--- src/rtl/sipo_frame_ctrl_pkg.sv ---
// Shared constants and state encoding for the serial-in/parallel-out frame controller.
package sipo_ctrl_pkg;

  localparam int unsigned N_DEF = 5;

  localparam logic [1:0] ST_IDLE  = 2'd0;
  localparam logic [1:0] ST_SHIFT = 2'd1;
  localparam logic [1:0] ST_LOAD  = 2'd2;

  typedef enum logic [1:0] {
    StIdle  = ST_IDLE,
    StShift = ST_SHIFT,
    StLoad  = ST_LOAD
  } state_e;

endpackage

--- src/rtl/sipo_frame_ctrl_if.sv ---
// Serial input, control and parallel output handshake bundle for sipo_frame_ctrl.
interface sipo_frame_ctrl_if
  import sipo_ctrl_pkg::*;
#(
  parameter int unsigned N = N_DEF
);

  logic         start;
  logic         si_valid;
  logic         si;
  logic [N-1:0] out_data;
  logic         out_valid;
  logic         out_ready;
  logic         busy;
  logic         overrun;

  // master: bit source plus downstream consumer; slave: the controller
  modport master (
    output start, si_valid, si, out_ready,
    input  out_data, out_valid, busy, overrun
  );

  modport slave (
    input  start, si_valid, si, out_ready,
    output out_data, out_valid, busy, overrun
  );

endinterface

--- src/rtl/sipo_frame_ctrl_shreg.sv ---
// N-bit right-shifting serial-in register; first bit in ends up at q[0].
module sipo_shreg
  import sipo_ctrl_pkg::*;
#(
  parameter int unsigned N = N_DEF
) (
  input  logic         clk,
  input  logic         reset,
  input  logic         clr,
  input  logic         en,
  input  logic         si,
  output logic [N-1:0] q
);

  logic [N-1:0] q_q, q_d;

  always_comb begin
    q_d = q_q;
    if (clr) begin
      q_d = '0;
    end else if (en) begin
      q_d = {si, q_q[N-1:1]};
    end
  end

  always_ff @(posedge clk) begin
    if (reset) begin
      q_q <= '0;
    end else begin
      q_q <= q_d;
    end
  end

  assign q = q_q;

endmodule

--- src/rtl/sipo_frame_ctrl.sv ---
// Frame sequencer: counts N qualified serial bits after start, then moves the word
// into a valid/ready holding register, flagging words dropped while it is full.
module sipo_frame_ctrl
  import sipo_ctrl_pkg::*;
#(
  parameter int unsigned N = N_DEF
) (
  input  logic             clk,
  input  logic             reset,
  sipo_frame_ctrl_if.slave bus
);

  localparam int unsigned      CNT_W   = $clog2(N + 1);
  localparam logic [CNT_W-1:0] LastCnt = CNT_W'(N - 1);

  state_e           state_q, state_d;
  logic [CNT_W-1:0] cnt_q, cnt_d;
  logic [N-1:0]     out_data_q, out_data_d;
  logic             out_valid_q, out_valid_d;
  logic             busy_q, busy_d;
  logic             overrun_q, overrun_d;
  logic [N-1:0]     sreg;
  logic             sh_clr, sh_en;

  sipo_shreg #(
    .N (N)
  ) u_shreg (
    .clk   (clk),
    .reset (reset),
    .clr   (sh_clr),
    .en    (sh_en),
    .si    (bus.si),
    .q     (sreg)
  );

  always_comb begin
    state_d     = state_q;
    cnt_d       = cnt_q;
    out_data_d  = out_data_q;
    out_valid_d = out_valid_q;
    overrun_d   = overrun_q;
    sh_clr      = 1'b0;
    sh_en       = 1'b0;

    if (out_valid_q && bus.out_ready) begin
      out_valid_d = 1'b0;
    end

    unique case (state_q)
      StIdle: begin
        if (bus.start) begin
          state_d = StShift;
          cnt_d   = '0;
          sh_clr  = 1'b1;
        end
      end
      StShift: begin
        if (bus.si_valid) begin
          sh_en = 1'b1;
          // Leave SHIFT on the Nth bit so the count never wraps past N-1
          if (cnt_q == LastCnt) begin
            state_d = StLoad;
            cnt_d   = '0;
          end else begin
            cnt_d = cnt_q + CNT_W'(1);
          end
        end
      end
      StLoad: begin
        state_d = StIdle;
        // A word consumed on this edge frees the holding register for the new one
        if (!out_valid_q || bus.out_ready) begin
          out_data_d  = sreg;
          out_valid_d = 1'b1;
        end else begin
          overrun_d = 1'b1;
        end
      end
      default: begin
        state_d = StIdle;
      end
    endcase

    busy_d = (state_d != StIdle);
  end

  always_ff @(posedge clk) begin
    if (reset) begin
      state_q     <= StIdle;
      cnt_q       <= '0;
      out_data_q  <= '0;
      out_valid_q <= 1'b0;
      busy_q      <= 1'b0;
      overrun_q   <= 1'b0;
    end else begin
      state_q     <= state_d;
      cnt_q       <= cnt_d;
      out_data_q  <= out_data_d;
      out_valid_q <= out_valid_d;
      busy_q      <= busy_d;
      overrun_q   <= overrun_d;
    end
  end

  assign bus.out_data  = out_data_q;
  assign bus.out_valid = out_valid_q;
  assign bus.busy      = busy_q;
  assign bus.overrun   = overrun_q;

endmodule

--- src/flat_wrapper.sv ---
// flat-port wrapper written by rule: the top's interface ports become plain ports
module sipo_frame_ctrl_flat import sipo_ctrl_pkg::*;
#(
  parameter int unsigned N = N_DEF
)
  (clk, reset, bus_start, bus_si_valid, bus_si, bus_out_ready, bus_out_data, bus_out_valid, bus_busy, bus_overrun);
  sipo_frame_ctrl_if #(.N(N)) bus_i ();
  input  logic clk;
  input  logic reset;
  input wire logic [$bits(bus_i.start)-1:0] bus_start;
  input wire logic [$bits(bus_i.si_valid)-1:0] bus_si_valid;
  input wire logic [$bits(bus_i.si)-1:0] bus_si;
  input wire logic [$bits(bus_i.out_ready)-1:0] bus_out_ready;
  output wire logic [$bits(bus_i.out_data)-1:0] bus_out_data;
  output wire logic [$bits(bus_i.out_valid)-1:0] bus_out_valid;
  output wire logic [$bits(bus_i.busy)-1:0] bus_busy;
  output wire logic [$bits(bus_i.overrun)-1:0] bus_overrun;
  assign bus_i.start = bus_start;
  assign bus_i.si_valid = bus_si_valid;
  assign bus_i.si = bus_si;
  assign bus_i.out_ready = bus_out_ready;
  assign bus_out_data = bus_i.out_data;
  assign bus_out_valid = bus_i.out_valid;
  assign bus_busy = bus_i.busy;
  assign bus_overrun = bus_i.overrun;
  sipo_frame_ctrl #(.N(N)) u_core (.clk(clk), .reset(reset), .bus(bus_i));
endmodule
--- config.mk ---
export PLATFORM = sky130hd
export DESIGN_NAME = sipo_frame_ctrl_flat
export DESIGN_NICKNAME = d
export VERILOG_FILES = /design/src/rtl/sipo_frame_ctrl_pkg.sv /design/src/rtl/sipo_frame_ctrl_if.sv /design/src/rtl/sipo_frame_ctrl_shreg.sv /design/src/rtl/sipo_frame_ctrl.sv /design/src/flat_wrapper.sv
export SDC_FILE = /design/constraint.sdc
export NUM_CORES = 1
export LEC_CHECK = 0
export CAP_MARGIN = 20
export CORE_MARGIN = 4
export CORE_UTILIZATION = 50
export CTS_BUF_LIST = sky130_fd_sc_hd__clkbuf_4
export DETAILED_ROUTE_END_ITERATION = 8
export PLACE_DENSITY = 0.84
export SYNTH_ARGS = -nofsm -noshare
export SYNTH_HDL_FRONTEND = slang
export SYNTH_SLANG_ARGS = --single-unit
export TNS_END_PERCENT = 20
--- constraint.sdc ---
create_clock -name clk -period 1.45 [get_ports clk]
set_input_delay 0.29 -clock clk [delete_from_list [all_inputs] [get_ports clk]]
set_output_delay 0.29 -clock clk [all_outputs]
set_load 0.02 [all_outputs]
; ---- After elaboration in Yosys (flattened, before gate mapping)
; Index checks and enable logic that the tools add are counted.
[word_totals]
register_bits = 18
output_inout_bits = 8
[op_classes]
n_addsub = 1
n_eq_ne = 5
mux = 15
bitwise = 1
reduce_logical = 10
[ops]
columns = op, count
row1 = two-way mux 3 bit, 3
row2 = two-way mux 1 bit, 7
row3 = two-way mux 2 bit, 3
row4 = case mux 3 bit (2 select lines), 1
row5 = inequality test 2 bit (second input constant), 2
row6 = case mux 2 bit (2 select lines), 1
row7 = AND reduction 2 bit, 2
row8 = nonzero test 2 bit, 2
row9 = adder 3 x 1 -> 3 bit (second input constant), 1
row10 = == test 3 bit (second input constant), 1
row11 = AND reduction 3 bit, 1
row12 = == test 2 x 1 -> 1 bit (second input constant), 1
row13 = == test 2 bit (second input constant), 1
row14 = logical NOT 2 bit, 1
row15 = OR reduction 2 bit, 1
row16 = logical AND 1 bit, 1
row17 = logical NOT 1 bit, 1
row18 = logical OR 1 bit, 1
row19 = inverter 1 bit, 1

; ---- Depth between registers and ports, before layout
[logic_depth]
ltp_word = 5
depth_mapped = 5
mapped_depth_nobuf = 5

; ---- Modules after synthesis
; A second synthesis with hierarchy kept.
[hier_totals]
hier_cells = 82
area_unflattened_um2 = 785.8
[modules_own_cells]
columns = module, n_inst, cells_each, area_each_um2
row1 = sipo_frame_ctrl, 1, 66, 599.3
row2 = sipo_shreg, 1, 16, 186.4

; ---- Worst setup path before layout
; Ideal clock, no wire load.
[synth_path]
path_kind = reg2reg
start = reg u_core.cnt_q[0]
end = reg u_core.cnt_q[0]
setup_ns = 0.070
arrival_ns = 0.989
path_slack_ns = 0.391
path_stages_with_launch = 5
path_buffers = 0
synth_period_minus_slack_ns = 1.059
cell_sequence = dfxtp_1 > inv_1 > ha_1 > a211o_1 > a21oi_1
[synth_via]
elab_chain_len = 4
elab_cells_between_ends = 5
cone_classes = add/sub: 1 / eq/ne: 1 / mux: 3
[synth_rtl]
columns = element, line
row1 = from (decl), sipo_frame_ctrl.sv:17  ; logic [CNT_W-1:0] cnt_q, cnt_d;
row2 = from (signal assigned), sipo_frame_ctrl.sv:97  ; cnt_q <= cnt_d;
row3 = adder 3 x 1 -> 3 bit or == test 3 bit (tied branches), "sipo_frame_ctrl.sv:65, sipo_frame_ctrl.sv:61"
row4 = two-way mux 3 bit (*), sipo_frame_ctrl.sv:61  ; if (cnt_q == LastCnt) begin
row5 = two-way mux 3 bit (*), sipo_frame_ctrl.sv:58  ; if (bus.si_valid) begin
row6 = case mux 3 bit (2 select lines) (*), sipo_frame_ctrl.sv:49  ; unique case (state_q)
; Every way passes the cells marked *; elsewhere a longest branch is shown, timed or not. The select of a mux whose other input is x is not followed.
; A chain may end at the register's enable or synchronous reset.

; ---- Final worst setup path
[layout_path]
start = reg u_core.out_valid_q (netlist: u_core.bus.out_valid)
end = out bus_out_valid
[layout_lines]
columns = element, line
row1 = from (decl), sipo_frame_ctrl.sv:19  ; logic out_valid_q, out_valid_d;
row2 = from (signal assigned), sipo_frame_ctrl.sv:99  ; out_valid_q <= out_valid_d;
row3 = to (decl), flat_wrapper.sv:15  ; output wire logic [$bits(bus_i.out_valid)-1:0] bus_out_valid;
; No word-level cell between the ends.

==> results.md <==
- Status: complete, no violations
- Placed Area: 883 um^2
- Largest net degree at the start of global routing: 11
- Reg2reg end: u_core.bus.out_data[3]
- CP Data Arrival Time: 0.98 ns
- All-Layer GR Usage: 15.3%
- Clock latency on the worst-skew pair: 0.28 ns
- Pin slew with the least headroom to its limit: 0.371 ns
- Post-synthesis cell count: 77
- Gr busiest metal: met2
- Final setup skew: 0.000920 ns
- Fin nets: 103
- Die W: 46.2 um
- Via-to-Cell Ratio: 5.52
- Gpl congestion: 0.791
- Synthesis-stage register bit count: 18
- Crit-path max FO: 3
- Share of layout cells above drive strength 1: 7.45%
- Die height: 46.2 um
- Period utilisation layout: 87.6%
- Worst path required time: 1.16 ns
- Final setup violation count: 0
- Slew Limit Headroom: 75.2%
- Hold EP: u_core.bus.out_data[3]
- WS Path Type: reg -> out
- Count of cell types in the netlist: 23
- # resized after CTS: 8
- Starting density of the core: 54.8%
- # DRC: 0
- RR Startpoint: u_core.state_q[1]
- Vias: 602
- Hold Crit Class: reg -> reg
- Postcts setup bufs: 0
- Final Max Slew Viols: 0
- Final TNS setup: 0 ns
- Port Buffer Count: 13
- PnR worst setup slack: 0.180 ns
- Syn-to-layout area delta: 23.1%
- First-pass iteration count of the detailed router: 4
- Mapped Nets: 85
- Cell Rows: 13
- DP HPWL: 1.03 mm
- Met1 Use GR: 17.7%
- Die ar.: 0.00214 mm^2
- CTS tree: built
- Antenna violations before repair: 0
- Hold_sp: u_core.bus.out_data[3]
- GRT Residual Overflow: 0
- Ports: 14
- First-pass GRT wire length: 2.31 mm
- Max Freq: 788 MHz
- Post-synthesis sequential area ratio: 49.3%
- FF-to-FF path depth: 3
- TritonCTS buffer count: 3
- Met2 Resource Use GR: 24.7%
- Critical Path, Cell by Cell: dlygate4sd2_1
- RSZ-0062 raised after global routing: false
- Design area: 900 um^2
- DR iter-0 viols: 7
- Crit start category: flop
- Mapped cell area: 731 um^2
- Diodes inserted: 0
- Pleak: 0.391 nW
- Mapped Avg Cell Area: 9.49 um^2
- Routed length per placed instance: 11.9 um
- Worst path buffer plus inverter count: 1
- Clock Tree Root: clkbuf_4
- Place WS: -0.00714 ns
- Worst vdd ir: 0.697 mV
- Pwr Density: 900 mW/mm^2
- Vias in the first global route: 576
- H-tree levels: 1
- WHS Path Cells: 2
- CTS clk-pin slew, worst paths: 0.09 ns
- Hold-fix buffers at CTS: 0
- Final Hold Viols: 0
- Total chip power: 0.810 mW
- Longest Clk Path Bufs: 2
- WL final: 1.30 mm
- Maximum capacitance violations: 0
- R2r setup slk: 0.27 ns
- Post-DRT Antenna Nets: 0
- Core Area: 0.00133 mm^2
- Slowest cell delay on critical path: 0.35 ns
- GR Util met3: 5.86%
- Yosys warnings: 0
- CTS Sinks: 18
- Crit path time final: 1.27 ns
- CP max stage cell: dfxtp_1
- Crit end category: primary output
- Top cell family by delay on the critical path: flip-flops
-- worst max path at each step --
| stage | cells after the start | from | endpoint |
|---|---|---|---|
| 6_report | 1 | u_core.bus.out_valid | bus_out_valid |
| 4_1_cts | 1 | u_core.bus.out_valid | bus_out_valid |
| 2_1_floorplan | 4 | u_core.cnt_q[0] | u_core.cnt_q[0] |
| 5_1_grt | 3 | u_core.state_q[1] | u_core.bus.out_data[3] |
| 3_5_place_dp | 4 | bus_si_valid | u_core.cnt_q[0] |
| 3_3_place_gp | 5 | bus_si_valid | u_core.u_shreg.q[2] |
-- sequential cells by signal, summed over array words and instances, names as in the netlist --
signal                cells
u_core.bus.busy           1
u_core.bus.out_data       5
u_core.bus.out_valid      1
u_core.bus.overrun        1
u_core.cnt_q              3
u_core.state_q            2
u_core.u_shreg.q          5
-- stage by stage --
step                      util, %  hold WS (ns)  instances
after floorplan                 -         0.367         77
after global placement       66.2         0.461        105
after detailed placement     66.2         0.468        105
after CTS                    67.4         0.482        109
after global routing         67.4         0.515        109
final                        67.4         0.478        109
-- cell type report --
cell class                      instances  area (um^2)
Timing Repair Buffer                   15          135
Sequential cell                        18          360
Multi-Input combinational cell         53          344
Fill cell                             126          434
Clock buffer                            3         22.5
Inverter                                4         15.0
Tap cell                               15         18.8
Clock inverter                          1         3.75
-- logic make-up (layout without fill, tap and decap cells) --
family | Yosys count | in the layout | synth area share, %
flip-flops | 18 | 18 | 49.3
buffers and inverters | 6 | 23 | 3.60
adder cells (fa/ha/maj) | 2 | 2 | 3.42
AO/OA/AOI/OAI | 22 | 22 | 16.8
AND/OR/NAND/NOR | 23 | 23 | 18.7
multiplexers | 6 | 6 | 8.22
-- layout by cell type (no fill, tap or decap), types with 2 or more instances in the layout --
cell type / synthesis / final
a21oi_1: 10 / 10
buf_4: 1 / 2
clkbuf_4: 0 / 3
clkdlybuf4s50_1: 0 / 5
dfxtp_1: 18 / 18
dlygate4sd2_1: 0 / 8
ha_1: 2 / 2
inv_1: 4 / 4
mux2i_1: 6 / 6
nand3_1: 6 / 6
nor2_1: 7 / 7
nor2b_1: 2 / 2
o21ai_0: 8 / 8
-- Yosys cell counts, drive strengths merged --
cell,count,area [um^2]
dfxtp,18,360
a21oi,10,50.1
o21ai,8,40.0
nor2,7,26.3
mux2i,6,60.1
nand3,6,30.0
inv,4,15.0
ha,2,25.0
nor2b,2,12.5
a211o,1,8.76
a31o,1,8.76
and3b,1,8.76
buf,1,7.51
clkbuf,1,3.75
nand2b,1,6.26
nand3b,1,20.0
nand4,1,6.26
nor3,1,5.00
nor3b,1,7.51
nor4,1,6.26
o211ai,1,7.51
o21a,1,7.51
or2b,1,7.51
-- where the power goes --
group / total [mW] / switching [mW] / internal (mW)
Clock: 0.241 / 0.141 / 0.0999
Sequential: 0.509 / 0.00820 / 0.501
Combinational: 0.0595 / 0.0277 / 0.0318
Total: 0.810 / 0.177 / 0.632
-- layer usage --
layer  wire (um)  part of all wire [%]
met3          37                   2.8
met5           0                     0
met4          17                   1.3
met1         605                    47
met2         639                    49
Note: power is estimated with default switching activity, not from simulation.
